<file path="config.mk">
export PLATFORM = sky130hd
export DESIGN_NAME = alu
export DESIGN_NICKNAME = d
export VERILOG_FILES = /design/src/rtl/alu_pkg.sv /design/src/rtl/alu_shifter.sv /design/src/rtl/alu.sv
export SDC_FILE = /design/constraint.sdc
export NUM_CORES = 1
export LEC_CHECK = 0
export CAP_MARGIN = 0
export CORE_MARGIN = 1.5
export CORE_UTILIZATION = 40
export CTS_CLUSTER_SIZE = 16
export DETAILED_ROUTE_END_ITERATION = 8
export PLACE_DENSITY = 0.6
export RECOVER_POWER = 100
export REMOVE_ABC_BUFFERS = 1
export SYNTH_ARGS = -nofsm -noshare
export SYNTH_HDL_FRONTEND = slang
export SYNTH_SLANG_ARGS = --single-unit
</file>
<file path="constraint.sdc">
create_clock -name clk -period 5.3 [get_ports clk]
set_input_delay 0.53 -clock clk [delete_from_list [all_inputs] [get_ports clk]]
set_output_delay 0.53 -clock clk [all_outputs]
set_load 0.005 [all_outputs]
</file>
<file path="src/rtl/alu_pkg.sv">
// Shared ALU opcode encodings and widths for the RV32I execute stage and the decoder.
// No configuration macros are used here; the optional ALU_FLAGS_EN feature lives in alu.sv.
package alu_pkg;

    localparam int unsigned XLEN    = 32;
    localparam int unsigned SHAMT_W = 5;

    localparam logic [3:0] ALU_ADD  = 4'd0;
    localparam logic [3:0] ALU_SUB  = 4'd1;
    localparam logic [3:0] ALU_AND  = 4'd2;
    localparam logic [3:0] ALU_OR   = 4'd3;
    localparam logic [3:0] ALU_XOR  = 4'd4;
    localparam logic [3:0] ALU_SLT  = 4'd5;
    localparam logic [3:0] ALU_SLTU = 4'd6;
    localparam logic [3:0] ALU_SLL  = 4'd7;
    localparam logic [3:0] ALU_SRL  = 4'd8;
    localparam logic [3:0] ALU_SRA  = 4'd9;

    // Mirrors a word so one right-shifting datapath can also serve left shifts.
    function automatic logic [XLEN-1:0] bit_reverse(input logic [XLEN-1:0] v);
        logic [XLEN-1:0] r;
        for (int i = 0; i < int'(XLEN); i++) begin
            r[i] = v[XLEN-1-i];
        end
        return r;
    endfunction

endpackage

</file>
<file path="src/rtl/alu_shifter.sv">
// Combinational log-stage barrel shifter for SLL/SRL/SRA.
// dir=0 shifts left, dir=1 shifts right; arith selects sign fill on right shifts.
module alu_shifter
    import alu_pkg::*;
(
    input  logic [XLEN-1:0]    a,
    input  logic [SHAMT_W-1:0] shamt,
    input  logic               dir,
    input  logic               arith,
    output logic [XLEN-1:0]    y
);

    logic [XLEN-1:0] stage [SHAMT_W+1];
    logic            fill;

    assign fill     = dir & arith & a[XLEN-1];
    assign stage[0] = dir ? a : bit_reverse(a);

    // Each stage shifts right by 2^k when shamt[k] is set.
    for (genvar k = 0; k < int'(SHAMT_W); k++) begin : g_stage
        localparam int unsigned Sh = 1 << k;
        assign stage[k+1] = shamt[k] ? {{Sh{fill}}, stage[k][XLEN-1:Sh]} : stage[k];
    end

    assign y = dir ? stage[SHAMT_W] : bit_reverse(stage[SHAMT_W]);

endmodule

</file>
<file path="src/rtl/alu.sv">
// RV32I ALU: zero-latency combinational result/zero plus a valid-qualified registered copy.
// Define ALU_FLAGS_EN to add carry/overflow/negative outputs and the registered flags_q.
module alu
    import alu_pkg::*;
(
    input  logic            clk,
    input  logic            rst_n,
    input  logic [XLEN-1:0] a,
    input  logic [XLEN-1:0] b,
    input  logic [3:0]      alu_sel,
    input  logic            in_valid,
    output logic [XLEN-1:0] result,
    output logic            zero,
    output logic            out_valid,
    output logic [XLEN-1:0] result_q,
    output logic            zero_q
`ifdef ALU_FLAGS_EN
   ,output logic            carry,
    output logic            overflow,
    output logic            negative,
    output logic [2:0]      flags_q
`endif
);

    logic            sub;
    logic [XLEN-1:0] b_eff;
    logic [XLEN-1:0] sum;
    logic            slt;
    logic            sltu;
    logic [XLEN-1:0] shift_out;

    // SUB is a + ~b + 1 so both ops share one adder.
    assign sub   = (alu_sel == ALU_SUB);
    assign b_eff = sub ? ~b : b;

`ifdef ALU_FLAGS_EN
    logic carry_raw;
    assign {carry_raw, sum} = {1'b0, a} + {1'b0, b_eff} + {{XLEN{1'b0}}, sub};
`else
    assign sum = a + b_eff + {{(XLEN-1){1'b0}}, sub};
`endif

    assign slt  = $signed(a) < $signed(b);
    assign sltu = a < b;

    alu_shifter u_shifter (
        .a     (a),
        .shamt (b[SHAMT_W-1:0]),
        .dir   (alu_sel != ALU_SLL),
        .arith (alu_sel == ALU_SRA),
        .y     (shift_out)
    );

    always_comb begin
        result = '0;
        case (alu_sel)
            ALU_ADD,
            ALU_SUB:  result = sum;
            ALU_AND:  result = a & b;
            ALU_OR:   result = a | b;
            ALU_XOR:  result = a ^ b;
            ALU_SLT:  result = {{(XLEN-1){1'b0}}, slt};
            ALU_SLTU: result = {{(XLEN-1){1'b0}}, sltu};
            ALU_SLL,
            ALU_SRL,
            ALU_SRA:  result = shift_out;
            default:  result = '0;
        endcase
    end

    assign zero = (result == '0);

`ifdef ALU_FLAGS_EN
    logic is_addsub;
    assign is_addsub = (alu_sel == ALU_ADD) || sub;
    // Overflow: operands agree in sign but the sum does not.
    assign carry     = is_addsub & carry_raw;
    assign overflow  = is_addsub & (a[XLEN-1] == b_eff[XLEN-1]) & (sum[XLEN-1] != a[XLEN-1]);
    assign negative  = result[XLEN-1];
`endif

    always_ff @(posedge clk or negedge rst_n) begin
        if (!rst_n) begin
            out_valid <= 1'b0;
            result_q  <= '0;
            zero_q    <= 1'b0;
`ifdef ALU_FLAGS_EN
            flags_q   <= 3'b000;
`endif
        end else begin
            out_valid <= in_valid;
            if (in_valid) begin
                result_q <= result;
                zero_q   <= zero;
`ifdef ALU_FLAGS_EN
                flags_q  <= {carry, overflow, negative};
`endif
            end
        end
    end

endmodule

</file>
==> results.json <==
{
  "place_area_um2": 15000,
  "combPwrFrac_pct": 71.0,
  "internal_power_mw": 1.36,
  "cp.arrival_ps": 4700,
  "ys_warn_count": 0,
  "fin_hold_ws_ps": 498,
  "critical_path_class": "primary input to output pin",
  "clk_pin_slew_worst_paths_ps": 60,
  "routed.top_layer": "met4",
  "cts.sinks": 34,
  "routed-wl-met2_um": 23600,
  "async_flop_share_pct": 100,
  "gp_congestion": 1.07,
  "fin_nets": 2116,
  "ys_seq_area_share_pct": 8.29,
  "cp_cell_sequence": "dlygate4sd3_1 > inv_1 > clkbuf_1 > o32ai_1 > nor2_1 > clkbuf_1 > a211o_1 > a2111o_1 > o211ai_1 > buf_4 > a21o_1 > clkdlybuf4s50_1",
  "status": "finished, violations left",
  "cts-root-buf": "clkbuf_16",
  "fin_crit_sh_pct": 98.7,
  "cp_common_cell": "clkbuf_1",
  "worst_pin_slew_ps": 1790,
  "grt_pass1_vias": 13400,
  "setup_tns_ps": 0,
  "vias": 14000,
  "synth_seq_cells": 34,
  "hold_buffers": 0,
  "cap_viol_max_count": 2,
  "finalHoldViolCount": 0,
  "die_h_um": 163,
  "cp_max_fo": 6,
  "grt_remaining_overflow": 0,
  "ios": 138,
  "dieArea_um2": 26600,
  "cp_num_buf_inv": 6,
  "viasPerCell": 6.25,
  "critPathRequiredTime_ps": 4770,
  "fin_crit_ps": 5230,
  "routed_wl_um": 56000,
  "drc_errors": 0,
  "m1WireLength_um": 22600,
  "drive_gt1_share_pct": 28.2,
  "diodes": 0,
  "clk_latency_ps": 280,
  "syn_area_per_cell_um2": 7.30,
  "layout_common_cells": "buf_4 (405), nor2_1 (168), ha_1 (131)",
  "yosysTopAreaCell": "ha_1",
  "ir_worst_vdd_mv": 0.190,
  "synth_top_area_share_pct": 16.2,
  "end_kind": "output pin",
  "power_density_nw_per_um2": 155,
  "start_util_pct": 40.8,
  "start_kind": "primary input",
  "mostFrequentLayoutCell": "buf_4",
  "die_x_um": 163,
  "fmax_ghz": 0.191,
  "synthCells": 1406,
  "drt-initial-drc-count": 1942,
  "crit_slowest_cell": "dlygate4sd3_1",
  "switching_power_mw": 1.03,
  "grt.total_usage_pct": 41.7,
  "synth.cell_area_um2": 10300,
  "dr.pass1.iters": 7,
  "detail-route-antenna-nets": 0,
  "slew_viol_final": 78,
  "dp_hpwl_um": 46200,
  "synth.area.top_cells": "ha_1 (16%), dfrtp_1 (8.3%), nor2_1 (6.1%), mux2i_1 (5.8%), nand2_1 (4.1%)",
  "synth_cell_types": 85,
  "finClkSkew_ps": 0,
  "cts_tree": "built",
  "dr_wl_met3_um": 5380,
  "grt_pass1_wl_um": 82900,
  "synth_edf_count": 0,
  "antenna_found_initial": 0,
  "wl_per_cell_um": 25.0,
  "clock_path_buffers": 2,
  "clkPwrFrac_pct": 15.9,
  "p_leak_nw": 7.22,
  "grt_max_degree": 47,
  "swShare_pct": 43.2,
  "slew_headroom_pct": -19.1,
  "cp_top_family": "buffers and inverters",
  "cts_buffers": 5,
  "htreeDepth": 2,
  "setup_viol": 0,
  "fin_area_um2": 15400,
  "num_rows": 58,
  "violations": "max-capacitance violations, max-slew violations",
  "portBuffers": 137,
  "rsz0062_at_grt": "false",
  "pwr-share-seq_pct": 13.0,
  "critical-path-max-stage-delay_ps": 730,
  "synthToLayoutAreaGrowth_pct": 50.1,
  "hold_class": "flip-flop to flip-flop",
  "core-area_um2": 25200,
  "ys.flop_type": "dfrtp_1"
}
[path summary, 6_finish.rpt]
check | startpoint | to | slack (ps) | cells after the start
min in group asynchronous | rst_n | result_q[25]$_DFFE_PN0P_ | 1270 | 2
max in group asynchronous | rst_n | result_q[4]$_DFFE_PN0P_ | 3000 | 2
min reg2reg | result_q[25]$_DFFE_PN0P_ | result_q[25]$_DFFE_PN0P_ | 500 | 2
max | a[17] | result[27] | 70 | 12
min | result_q[25]$_DFFE_PN0P_ | result_q[25]$_DFFE_PN0P_ | 500 | 2
max reg2reg | result_q[27]$_DFFE_PN0P_ | result_q[27]$_DFFE_PN0P_ | 4530 | 1
[registers in the layout, indices dropped and copies added (netlist names)]
name       cells
out_valid      1
result_q      32
zero_q         1
[cells in the mapped netlist (12+ instances only)]
library cell,n
buf_2,14
o32ai_1,14
a21oi_1,73
nor2b_1,21
clkbuf_1,53
o211ai_1,28
nand2_1,111
a21o_1,15
nor4_1,16
a22oi_1,20
dfrtp_1,34
mux4_2,12
a221oi_1,27
nor2_1,168
nand3_1,25
o21ai_0,78
or2_2,15
mux2i_1,60
o221ai_1,13
nor3_1,34
o22ai_1,15
nand2b_1,25
a211oi_1,17
xnor2_1,40
mux2_2,25
ha_1,133
a31oi_1,18
inv_1,82
[kinds of logic (layout without fill, tap and decap cells)]
group                    Yosys count  after routing  share of synthesized area [%]
flip-flops                        34             34                           8.29
AND/OR/NAND/NOR                  502            502                           24.3
adder cells (fa/ha/maj)          134            134                           16.4
buffers and inverters            169            675                           6.68
multiplexers                      98             98                           11.3
XOR/XNOR                          50             50                           4.26
AO/OA/AOI/OAI                    419            419                           28.8
[power by group through the flow]
| stage | Sequential, mW | Clock (mW) | Combinational (mW) |
|---|---|---|---|
| floorplan | 0.319 | 0 | 0.666 |
| global placement | 0.315 | 0 | 1.62 |
| detailed placement | 0.317 | 0 | 1.64 |
| CTS | 0.314 | 0.384 | 1.67 |
| global route | 0.316 | 0.399 | 1.79 |
| finish | 0.312 | 0.381 | 1.70 |
[metrics by stage]
step | power (mW) | utilization [%] | worst slack [ps] | instances
finish | 2.39 | 61.2 | 71.3 | 2242
global route | 2.51 | 61.2 | 13.0 | 2242
CTS | 2.37 | 61.2 | 223 | 2238
detailed placement | 1.95 | 59.6 | -732 | 2225
global placement | 1.94 | 59.6 | -675 | 2225
floorplan | 0.985 | - | -3990 | 1323
[area by class of cell]
cell class | count | area, um^2
Clock inverter | 3 | 68.8
Inverter | 86 | 324
Timing Repair Buffer | 581 | 4700
Tap cell | 330 | 413
Clock buffer | 5 | 125
Fill cell | 2364 | 9770
Multi-Input combinational cell | 1203 | 8930
Sequential cell | 34 | 851
[per-layer routing]
metal | vias to the layer above | global-route usage (%)
li1 | 6293 | -
met1 | 6597 | 53.4
met2 | 914 | 64.5
met3 | 215 | 7.06
met4 | 0 | 26.9
met5 | - | 0
[timing repair]
item                       CTS  global route
cloned                       1             0
setup endpoints to repair    5             1
gates resized for setup     54            16
buffers inserted             4             4
pin swaps                   15            13
Power figures use the tool's default switching activity.
